### config.mk
export PLATFORM = sky130hd
export DESIGN_NAME = pc_ctrl
export DESIGN_NICKNAME = d
export VERILOG_FILES = /design/src/rtl/cpu_pkg.sv /design/src/rtl/branch_target_calc.sv /design/src/rtl/pc_ctrl.sv
export SDC_FILE = /design/constraint.sdc
export NUM_CORES = 1
export LEC_CHECK = 0
export BUFFER_PORTS_ARGS = -buffer_cell sky130_fd_sc_hd__clkbuf_2
export CORE_ASPECT_RATIO = 1.5
export CORE_MARGIN = 4
export CORE_UTILIZATION = 55
export DETAILED_ROUTE_END_ITERATION = 7
export PLACE_DENSITY_LB_ADDON = 0.08
export SYNTH_ARGS = -nofsm -noshare
export SYNTH_HDL_FRONTEND = slang
export SYNTH_SLANG_ARGS = --single-unit
### constraint.sdc
create_clock -name clk -period 7.7 [get_ports clk]
set_input_delay 0 -clock clk [delete_from_list [all_inputs] [get_ports clk]]
set_output_delay 0 -clock clk [all_outputs]
set_load 0.01 [all_outputs]
### src/rtl/cpu_pkg.sv
// Shared CPU definitions: PC controller state encoding, default reset vector,
// and the branch/jump opcodes used by decode and the branch evaluator.
package cpu_pkg;

  typedef enum logic [1:0] {
    BOOT = 2'd0,
    SEQ  = 2'd1,
    SLOT = 2'd2
  } pc_state_t;

  localparam logic [31:0] DEFAULT_RESET_VECTOR = 32'h0000_0000;

  // Conditional branches: REGIMM (bltz/bgez...) plus the 0001xx group
  localparam logic [5:0] OP_REGIMM = 6'b000001;
  localparam logic [5:0] OP_BEQ    = 6'b000100;
  localparam logic [5:0] OP_BNE    = 6'b000101;
  localparam logic [5:0] OP_BLEZ   = 6'b000110;
  localparam logic [5:0] OP_BGTZ   = 6'b000111;
  localparam logic [5:0] OP_J      = 6'b000010;
  localparam logic [5:0] OP_JAL    = 6'b000011;

endpackage

### src/rtl/branch_target_calc.sv
// Combinational target generation: PC-relative branch target and the
// region-preserving j/jal concatenation, both relative to pc+4.
module branch_target_calc (
  input  logic [31:0] pc_plus4,
  input  logic [15:0] imm16,
  input  logic [25:0] target26,
  output logic [31:0] branch_target,
  output logic [31:0] jump_target
);

  logic signed [31:0] offset;

  // Word offset: sign-extend then scale by 4; the add wraps modulo 2^32
  assign offset        = {{14{imm16[15]}}, imm16, 2'b00};
  assign branch_target = pc_plus4 + $unsigned(offset);
  assign jump_target   = {pc_plus4[31:28], target26, 2'b00};

endmodule

### src/rtl/pc_ctrl.sv
// Program-counter control stage: holds the PC and applies redirects.
// Build option PC_DELAY_SLOT_EN: redirects land after one delay-slot instruction.
module pc_ctrl
  import cpu_pkg::*;
#(
  parameter logic [31:0] RESET_VECTOR = DEFAULT_RESET_VECTOR,
  parameter int          CNT_W        = 16
) (
  input  logic             clk,
  input  logic             rst_n,
  input  logic             stall,
  input  logic             is_branch,
  input  logic             taken,
  input  logic             is_jump,
  input  logic             is_jr,
  input  logic [15:0]      imm16,
  input  logic [25:0]      target26,
  input  logic [31:0]      jr_addr,
  output logic [31:0]      pc,
  output logic [31:0]      pc_plus4,
  output logic             inst_valid,
  output logic             flush,
  output logic             addr_err,
  output logic [CNT_W-1:0] redirect_cnt
);

  localparam logic [1:0] S_BOOT = BOOT;
  localparam logic [1:0] S_SEQ  = SEQ;
`ifdef PC_DELAY_SLOT_EN
  localparam logic [1:0] S_SLOT = SLOT;
`endif

  logic [1:0]  state;
  logic [31:0] branch_target;
  logic [31:0] jump_target;
  logic [31:0] redirect_target;
  logic        redirect_req;
  logic        jr_misalign;

  assign pc_plus4 = pc + 32'd4;

  branch_target_calc u_target (
    .pc_plus4      (pc_plus4),
    .imm16         (imm16),
    .target26      (target26),
    .branch_target (branch_target),
    .jump_target   (jump_target)
  );

  // Priority jr > jump > taken branch
  assign redirect_req    = is_jr | is_jump | (is_branch & taken);
  assign jr_misalign     = is_jr & (|jr_addr[1:0]);
  assign redirect_target = is_jr   ? {jr_addr[31:2], 2'b00} :
                           is_jump ? jump_target : branch_target;

`ifdef PC_DELAY_SLOT_EN
  logic [31:0] slot_target;

  assign flush = 1'b0;
`endif

  always_ff @(posedge clk or negedge rst_n) begin
    if (!rst_n) begin
      pc           <= RESET_VECTOR;
      state        <= S_BOOT;
      inst_valid   <= 1'b0;
      addr_err     <= 1'b0;
      redirect_cnt <= '0;
`ifdef PC_DELAY_SLOT_EN
      slot_target  <= '0;
`endif
    end else if (stall) begin
      addr_err <= 1'b0;
    end else begin
      addr_err <= 1'b0;
      case (state)
        S_BOOT: begin
          state      <= S_SEQ;
          inst_valid <= 1'b1;
        end
`ifdef PC_DELAY_SLOT_EN
        S_SLOT: begin
          pc    <= slot_target;
          state <= S_SEQ;
        end
`endif
        default: begin
          if (redirect_req) begin
            redirect_cnt <= redirect_cnt + CNT_W'(1);
            addr_err     <= jr_misalign;
`ifdef PC_DELAY_SLOT_EN
            pc           <= pc_plus4;
            slot_target  <= redirect_target;
            state        <= S_SLOT;
`else
            pc           <= redirect_target;
`endif
          end else begin
            pc <= pc_plus4;
          end
        end
      endcase
    end
  end

`ifndef PC_DELAY_SLOT_EN
  // Squash marker for the first instruction after an immediate redirect; holds through stalls
  always_ff @(posedge clk or negedge rst_n) begin
    if (!rst_n) begin
      flush <= 1'b0;
    end else if (!stall) begin
      flush <= (state == S_SEQ) && redirect_req;
    end
  end
`endif

endmodule

# After elaboration in Yosys (flattened, before gate mapping)
# Index checks and enable logic that the tools add are counted.
# totals
regBits	51
inputBits	81
output_inout_bits	83
word_cells	26
# classes
n_addsub	3
n_mux	6
bitwise	6
n_reduce_logical	6
# op_table
op	n
32-bit 2-to-1 mux	3
32-bit by 3-bit adder with 32-bit output, second input constant	1
32-bit adder	1
16-bit by 1-bit adder with 16-bit output, second input constant	1
2-bit AND reduction	2
1-bit 2-to-1 mux	3
3-bit AND reduction	1
1-bit bitwise AND	2
2-bit logical NOT	1
1-bit NOT	2
1-bit bitwise OR	2
2-bit OR reduction	1
1-bit logical AND	1

# Longest topological paths before layout
# Gate-level depths: netlist of the first run.
# depth
depth_word	5
depth_mapped	17
ltp_nobuf	16

# Hierarchy
# From an unflattened synthesis of the first run, not the netlist that was laid out.
# unflattened
hier_cells	702
area_unflattened_um2	5667.9
# by_module_without_submodules
mod	n_inst	cells_per_inst	area_per_inst_um2	seq_area_each_um2
pc_ctrl	1	443	3763.6	1276.2
branch_target_calc	1	259	1904.3	0.0

# Worst setup path after synthesis of the first run
# No wires, ideal clock.
# synth_path
path_type	register to register
start	register pc[4]
end	register pc[31]
setup_time_ns	0.131
t_arrival_ns	3.573
t_required_ns	7.569
setup_slack_ns	3.995
path_stages_with_launch	17
path_buffers	0
synth_period_minus_slack_ns	3.705
cell_sequence	dfrtp_1 > and4_4 > and4_4 > and2_4 > and4_1 > nand3_1 > xnor2_1 > ha_1 > nand4_2 > nor2_1 > nor4b_1 > o21ai_1 > o21a_2 > a41oi_1 > nor4_1 > nor4b_1 > nor3_1
# synth_between
elab_chain_len	5
# synth_lines
element	line	rtl
start: declaration	pc_ctrl.sv:19	output logic [31:0] pc,
start signal: assignment	pc_ctrl.sv:96	pc <= redirect_target;
start signal: assignment	pc_ctrl.sv:99	pc <= pc_plus4;
32-bit by 3-bit adder with 32-bit output	pc_ctrl.sv:40	assign pc_plus4 = pc + 32'd4;
net pc_plus4[17]	pc_ctrl.sv:20	output logic [31:0] pc_plus4,
32-bit adder	branch_target_calc.sv:15	assign branch_target = pc_plus4 + $unsigned(offset);
32-bit 2-to-1 mux	pc_ctrl.sv:54	is_jump ? jump_target : branch_target;
32-bit 2-to-1 mux	pc_ctrl.sv:53	assign redirect_target = is_jr ? {jr_addr[31:2], 2'b00} :
32-bit 2-to-1 mux	pc_ctrl.sv:88	if (redirect_req) begin
# The timed path passes the listed nets, and every way through them passes these cells.
# A chain may end at the register's enable or synchronous reset.

# Worst setup path in the final report of the first run
# layout_path
start	register pc[4]
end	register pc[31]
# layout_between
elab_chain_len	5
# layout_lines
element	line
32-bit by 3-bit adder with 32-bit output *	pc_ctrl.sv:40
32-bit adder	branch_target_calc.sv:15
32-bit 2-to-1 mux	pc_ctrl.sv:54
32-bit 2-to-1 mux	pc_ctrl.sv:53
32-bit 2-to-1 mux *	pc_ctrl.sv:88
# Mark *: on every way between the ends. The rest lies on a longest branch, timed or not.

==> impl_metrics.env, run 1 <==
export IMPL_wl_met3_um=1342
export IMPL_fp_dieH_um=124.3
export IMPL_final_core_util=0.6849
export IMPL_antenna_found_initial=0
export IMPL_cp_required_ns=7.87
export IMPL_path_buf_inv=0
export IMPL_hold_path_startpoint="jr_addr[25]"
export IMPL_cpLargestDelayFamily="simple AND/OR/NAND/NOR gates"
export IMPL_ys_warn_count=0
export IMPL_syn_area_um2=4959
export IMPL_startpoint_type="flop"
export IMPL_wl_per_cell_um=20.37
export IMPL_ys_seq_area_frac=0.2473
export IMPL_ir_drop_v=0.0001452
export IMPL_ant_nets=0
export IMPL_rows=42
export IMPL_arrival_ns=4.47
export IMPL_maxSlewHeadroom=0.2501
export IMPL_cts_made_buffers=5
export IMPL_regArea_um2=1226
export IMPL_finalSetupTns_ns=0
export IMPL_p_leak_nw=2.892
export IMPL_synthXorXnorAreaFrac=0.1093
export IMPL_wl_met2_um=9190
export IMPL_num_antenna_cells=0
export IMPL_syn_to_final_growth_pct=21.95
export IMPL_grt_first_pass_wirelength_um=28210
export IMPL_crit_type="flop to flop"
export IMPL_synthSimpleGateAreaFrac=0.2185
export IMPL_synth_top_family_by_area="compound AO/OA/AOI/OAI gates"
export IMPL_grt_usage=0.3370
export IMPL_detail_route_iter0_violations=333
export IMPL_cts_max_level=2
export IMPL_viasPerCell=6.250
export IMPL_p_total_mw=1.256
export IMPL_crit_path_start="pc[4]"
export IMPL_die_w_um=85.53
export IMPL_synthArstFlopShare=1.000
export IMPL_max_cap_violations=0
export IMPL_final_area_um2=6047
export IMPL_place_ws_ns=3.544
export IMPL_place_gp_congestion=0.9897
export IMPL_fin_crit_ns=4.303
export IMPL_clk_pin_slew_ns=0.07
export IMPL_grt_max_degree=50
export IMPL_clk_latency_ns=0.30
export IMPL_worstReg2RegStart="pc[4]"
export IMPL_route_top_layer_used="met4"
export IMPL_vias=5581
export IMPL_drc=0
export IMPL_multi_input_area_um2=3561
export IMPL_rsz0062_at_grt="no"
export IMPL_setup_viol_count_final=0
export IMPL_drt_wl_total_um=18190
export IMPL_finalClockSkew_ns=0.005868
export IMPL_io_pins=164
export IMPL_ys_types=71
export IMPL_clock_path_buffers=2
export IMPL_firstDrtPassIters=5
export IMPL_drive_gt1_frac=0.2427
export IMPL_critical_path_cell_chain="and4_4 -> and2_1 -> and3_1 -> nand2b_1 -> xnor2_1 -> ha_1 -> a21oi_2 -> nor2_1 -> nor4b_1 -> o21ai_1 -> o21a_2 -> a41oi_1 -> nor4_1 -> nor4b_1 -> nor3_1"
export IMPL_synth_ff_type="dfrtp_1"
export IMPL_cp_common_cell="nor4b_1"
export IMPL_hp_class="input port to flop"
export IMPL_setup_slack_ns=3.397
export IMPL_hold_viol_final=0
export IMPL_syn_inst=631
export IMPL_worstMarginPinSlew_ns=1.121
export IMPL_fin_crit_sh=0.5589
export IMPL_cts_tree="built"
export IMPL_synth_top_cells_by_area="dfrtp_1 (25%), ha_1 (9.6%), xnor2_1 (7.1%)"
export IMPL_placed_cell_area_um2=5822
export IMPL_place_hpwl_um=14190
export IMPL_synth_edf_count=0
export IMPL_fmax_ghz=0.2324
export IMPL_initial_core_util=0.5616
export IMPL_port_buffers=159
export IMPL_status="finished, final reports clean"
export IMPL_cp_end_kind="flop"
export IMPL_grt_pass1_vias=5553
export IMPL_synth_adder_area_share=0.09992
export IMPL_drt_met1_wl_um=6447
export IMPL_nNetsFinal=902
export IMPL_core_area_um2=8828
export IMPL_max_stage_delay_ns=0.49
export IMPL_crit_path_top_delay_cell="dfrtp_1"
export IMPL_synth_seq_cells=49
export IMPL_path_max_fanout=8
export IMPL_slew_violations=0
export IMPL_synth_largest_area_cell="dfrtp_1"
export IMPL_cts_setup_buffers=0
export IMPL_synth_mux_area_frac=0.01211
export IMPL_synth_area_per_cell_um2=7.858
export IMPL_fillers=755
export IMPL_clock_sinks=49
export IMPL_yosysTopAreaCellShare=0.2473
export IMPL_dieArea_um2=10630
export IMPL_synth_top_cells_by_count="nand2_1 (67), o21ai_0 (67), dfrtp_1 (49)"
export IMPL_power_density_nw_per_um2=207.7
export IMPL_synth_compound_area_share=0.2730
export IMPL_cts_root_buffer_cell="clkbuf_16"
export IMPL_globalRouteOverflowTotal=0
==> power by group <==
group	leakage, nW	internal, mW	switching [mW]
clock network	0.0735	0.131	0.107
logic	2.22	0.264	0.382
registers	0.599	0.299	0.0722
==> per-layer routing <==
| metal | track usage | vias up |
|---|---|---|
| li1 | - | 2614 |
| met1 | 0.3759 | 2592 |
| met2 | 0.5929 | 300 |
| met3 | 0.04037 | 75 |
| met4 | 0.2097 | 0 |
| met5 | 0 | - |
==> registers in the layout, indices dropped and copies added, names as in the netlist <==
| signal | flops |
|---|---|
| addr_err | 1 |
| redirect_cnt | 16 |
| pc | 30 |
| flush | 1 |
| inst_valid | 1 |
==> worst register-to-register path, stage by stage, from the launching register on <==
cell and delay, ns:
dfrtp_1 0.49, and4_4 0.30, and2_1 0.21, and3_1 0.38, nand2b_1 0.15, xnor2_1 0.32, ha_1 0.40, a21oi_2 0.22
nor2_1 0.08, nor4b_1 0.31, o21ai_1 0.15, o21a_2 0.23, a41oi_1 0.34, nor4_1 0.13, nor4b_1 0.36, nor3_1 0.10
==> cell type report <==
class	instances	share of cell area
Multi-Input combinational cell	538	0.5889
Tap cell	110	0.02276
Clock buffer	6	0.02297
Timing Repair Buffer	171	0.1494
Clock inverter	2	0.002690
Inverter	17	0.01055
Sequential cell	49	0.2028
==> worst paths after layout <==
check / endpoint / slack (ns) / cells past startpoint
max: pc[31] / 3.40 / 15
min: pc[25] / 0.009 / 3
max reg2reg: pc[31] / 3.40 / 15
min reg2reg: redirect_cnt[15] / 0.47 / 1
max in group asynchronous: pc[20] / 6.89 / 3
min in group asynchronous: redirect_cnt[9] / 0.36 / 3
==> cell families (layout without fill, tap and decap cells) <==
kind of cell / Yosys count / in the layout
simple gates: 216 / 216
xor+xnor: 61 / 61
mux: 6 / 6
compound gates: 212 / 212
fa+ha+maj: 39 / 39
buf+inv: 47 / 196
other cells: 1 / 4
flops: 49 / 49
==> metrics by stage <==
stage	std cells	hold slack, ns
after floorplan	634	-0.2956
after global placement	878	0.1473
after detailed placement	878	0.1613
after CTS	893	0.009756
after global routing	893	0.04125
final	893	0.009089
==> cells in the final DEF (no fill, tap or decap), drive strengths merged, types with 7 or more instances in the layout <==
cell / n
nor2: 46
dfrtp: 49
and2: 11
a21oi: 48
a22oi: 7
inv: 17
and3: 13
ha: 38
nand4: 15
xor2: 20
o211ai: 15
a21o: 10
o21ai: 73
xnor2: 41
dlygate4sd3: 7
nor3: 12
nand3: 22
clkbuf: 165
nand2: 67
a211oi: 9
nand2b: 10
==> timing repair <==
| item | in CTS | in global routing |
|---|---|---|
| hold buffers | 7 | 0 |
| endpoints found under the hold margin | 55 | 0 |
| resized for setup | 0 | 0 |
No activity file was read; power rests on OpenSTA's default activity.
==> run 2: changes to the inputs <==
--- a/config.mk
+++ b/config.mk
@@ -5,10 +5,11 @@
 export SDC_FILE = /design/constraint.sdc
 export NUM_CORES = 1
 export LEC_CHECK = 0
+export ABC_AREA = 1
 export BUFFER_PORTS_ARGS = -buffer_cell sky130_fd_sc_hd__clkbuf_2
 export CORE_ASPECT_RATIO = 1.5
 export CORE_MARGIN = 4
-export CORE_UTILIZATION = 55
+export CORE_UTILIZATION = 49
 export DETAILED_ROUTE_END_ITERATION = 7
 export PLACE_DENSITY_LB_ADDON = 0.08
 export SYNTH_ARGS = -nofsm -noshare
==> constraint.sdc (replaced) <==
create_clock -name clk -period 3.7 [get_ports clk]
set_input_delay 0 -clock clk [delete_from_list [all_inputs] [get_ports clk]]
set_output_delay 0 -clock clk [all_outputs]
set_load 0.01 [all_outputs]
==> run 2 against run 1 <==
  * First-iteration DRC count increased by 42%
  * Critical path depth increased by 2
  * Sequential share of layout area decreased by 2.9 points
  * Combinational power increased to 2.6 times the previous value
  * Clock skew decreased by 0.0013 ns
  * Final cell count increased by 43%
  * Register-to-register slack got worse by 3.2 ns
  * Via count increased by 21%
  * Design area increased by 17%
  * Global-route usage decreased by 2.4 points
  * Non-clock buffer count increased by 15
  * Power increased by 140%
  * Critical path type unchanged
  * Largest cell class unchanged
  * Largest power group unchanged
==> impl_metrics.env, run 2 <==
export IMPL_grt_first_pass_wirelength_um=34040
export IMPL_grt_usage=0.3131
export IMPL_initial_core_util=0.5014
export IMPL_hold_slack_ns=0.01811
export IMPL_fmax_ghz=0.2829
export IMPL_hold_path_startpoint="jr_addr[2]"
export IMPL_wl_per_cell_um=17.04
export IMPL_cts_root_buffer_cell="clkbuf_16"
export IMPL_synthArstFlopShare=1.000
export IMPL_syn_to_final_growth_pct=21.38
export IMPL_setup_slack_ns=0.1656
export IMPL_fp_dieH_um=141.4
export IMPL_clk_pin_slew_ns=0.07
export IMPL_status="finished, final reports clean"
export IMPL_crit_path_top_delay_cell="xor2_1"
export IMPL_dp_cells=1261
export IMPL_io_pins=164
export IMPL_arrival_ns=3.73
export IMPL_firstDrtPassIters=5
export IMPL_path_max_fanout=5
export IMPL_worstMarginPinSlew_ns=1.025
export IMPL_ys_warn_count=0
export IMPL_yosysTopAreaCellShare=0.2110
export IMPL_drive_gt1_frac=0.2021
export IMPL_critical_path_cell_chain="inv_1 -> nor2_4 -> nand2_2 -> nor2_4 -> nor3b_4 -> xor2_1 -> ha_1 -> a21oi_1 -> o21ai_0 -> a21oi_1 -> nor2_1 -> nor2_1 -> nand3_1 -> nand3_1 -> nand2_1 -> nand2_1 -> nand2_1"
export IMPL_cts_made_buffers=5
export IMPL_fin_crit_sh=0.9552
export IMPL_num_antenna_cells=0
export IMPL_max_cap_violations=0
export IMPL_synth_top_cells_by_area="dfrtp_1 (21%), nand2_1 (17%), nor2_1 (8.7%)"
export IMPL_r2r_setup_slack_ns=0.17
export IMPL_largest_register="pc"
export IMPL_p_leak_nw=3.971
export IMPL_vias=6776
export IMPL_ir_drop_v=0.0004173
export IMPL_drc=0
export IMPL_grt_max_degree=50
export IMPL_die_w_um=96.92
export IMPL_cts_setup_buffers=0
export IMPL_hp_class="input port to flop"
export IMPL_synth_seq_cells=49
export IMPL_synth_ff_type="dfrtp_1"
export IMPL_mostFrequentLayoutCells="nand2_1 (270), clkbuf_2 (159), nor2_1 (133), inv_1 (118), a21oi_1 (73)"
export IMPL_port_buffers=159
export IMPL_finalSetupTns_ns=0
export IMPL_power_density_nw_per_um2=430.4
export IMPL_place_gp_congestion=0.9904
export IMPL_rows=48
export IMPL_clock_sinks=49
export IMPL_cp_required_ns=3.89
export IMPL_slew_violations=0
export IMPL_clk_latency_ns=0.30
export IMPL_cpLargestDelayFamily="simple AND/OR/NAND/NOR gates"
export IMPL_place_hpwl_um=17830
export IMPL_ant_nets=0
export IMPL_rsz0062_at_grt="no"
export IMPL_drt_wl_total_um=21690
export IMPL_grt_pass1_vias=6539
export IMPL_ys_seq_area_frac=0.2110
export IMPL_viasPerCell=5.323
export IMPL_top_regs="pc (30), redirect_cnt (16)"
export IMPL_synth_largest_area_cell="dfrtp_1"
export IMPL_syn_area_um2=5812
export IMPL_place_ws_ns=0.2773
export IMPL_clock_path_buffers=2
export IMPL_fin_crit_ns=3.534
export IMPL_layout_commonest_cell="nand2_1"
export IMPL_fin_cells=1273
export IMPL_crit_path_start="pc[2]"
export IMPL_cts_tree="built"
export IMPL_globalRouteOverflowTotal=0
export IMPL_worstReg2RegStart="pc[2]"
export IMPL_max_stage_delay_ns=0.53
export IMPL_finalClockSkew_ns=0.004553
export IMPL_setup_viol_count_final=0
export IMPL_hold_viol_final=0
export IMPL_detail_route_iter0_violations=473
export IMPL_cts_resized_gates=0
export IMPL_cts_max_level=2
export IMPL_path_buf_inv=1
export IMPL_final_core_util=0.6086
export IMPL_dieArea_um2=13700
export IMPL_synth_top_cells_by_count="nand2_1 (270), nor2_1 (134), inv_1 (118)"
export IMPL_ys_types=47
export IMPL_syn_inst=953
export IMPL_yosys_cell_count_top_type="nand2_1"
export IMPL_startpoint_type="flop"
export IMPL_antenna_found_initial=0
export IMPL_maxSlewHeadroom=0.3161
export IMPL_nNetsFinal=1242
export IMPL_core_area_um2=11590
export IMPL_synth_edf_count=0
export IMPL_largest_reg_flops=30
export IMPL_crit_type="flop to flop"
export IMPL_synth_area_per_cell_um2=6.098
export IMPL_cp_common_cell="nand2_1"
export IMPL_cp_end_kind="flop"
run 2: report_power, final:
part	leakage (nW)	internal, mW	switching, mW	total [mW]
combinational	3.32	0.627	1.09	1.71
sequential	0.575	0.633	0.150	0.783
clock	0.0810	0.321	0.219	0.540
run 2: stage by stage:
stage / instance area (um^2) / total power, mW
finish: 7054 / 3.036
global route: 7054 / 3.266
CTS: 7054 / 3.014
detailed placement: 6847 / 2.464
global placement: 6847 / 2.469
floorplan: 5823 / 1.835
run 2: worst paths after layout:
kind | cells after the start | to
max | 17 | pc[30]
min | 3 | pc[2]
max reg2reg | 17 | pc[30]
min reg2reg | 1 | redirect_cnt[15]
max in group asynchronous | 3 | pc[6]
min in group asynchronous | 3 | pc[23]
run 2: kinds of logic (layout without fill, tap and decap cells):
kind of cell | count (synthesis) | count (layout) | share of synthesized area
multiplexers | 1 | 1 | 0.001722
adder cells (fa/ha/maj) | 39 | 39 | 0.08525
other | 1 | 4 | 0.0006452
AND/OR/NAND/NOR | 524 | 524 | 0.3942
AO/OA/AOI/OAI | 144 | 144 | 0.1350
XOR/XNOR | 47 | 47 | 0.07083
buffers and inverters | 148 | 315 | 0.1014
flip-flops | 49 | 49 | 0.2110
run 2: per-layer routing:
layer / part of all wire / GRT usage / vias to the layer above / wire length (um)
li1: - / - / 3376 / -
met4: 0.041 / 0.1280 / 0 / 894
met1: 0.40 / 0.3775 / 3081 / 8650
met3: 0.065 / 0.04427 / 49 / 1403
met5: 0 / 0 / - / 0
met2: 0.50 / 0.5579 / 270 / 10740
run 2: area by class of cell:
class,instances,area [um^2]
fillers,1220,4537
multi-input cells,759,4010
flip-flops and latches,49,1226
repair buffers,186,1008
inverters,121,454.2
well taps,150,187.7
clock buffers,6,128.9
clock inverters,2,38.79
run 2: worst register-to-register path, cell delays in order (launching register included):
cell,delay [ns]
dfrtp_1,0.40
inv_1,0.15
nor2_4,0.23
nand2_2,0.13
nor2_4,0.13
nor3b_4,0.26
xor2_1,0.53
ha_1,0.37
a21oi_1,0.18
o21ai_0,0.15
a21oi_1,0.27
nor2_1,0.07
nor2_1,0.18
nand3_1,0.10
nand3_1,0.10
nand2_1,0.06
nand2_1,0.07
nand2_1,0.05
run 2: timing repair:
action,4_1_cts,5_1_grt
hold endpoints to repair,52,0
setup endpoints to repair,0,0
hold buffers,4,0
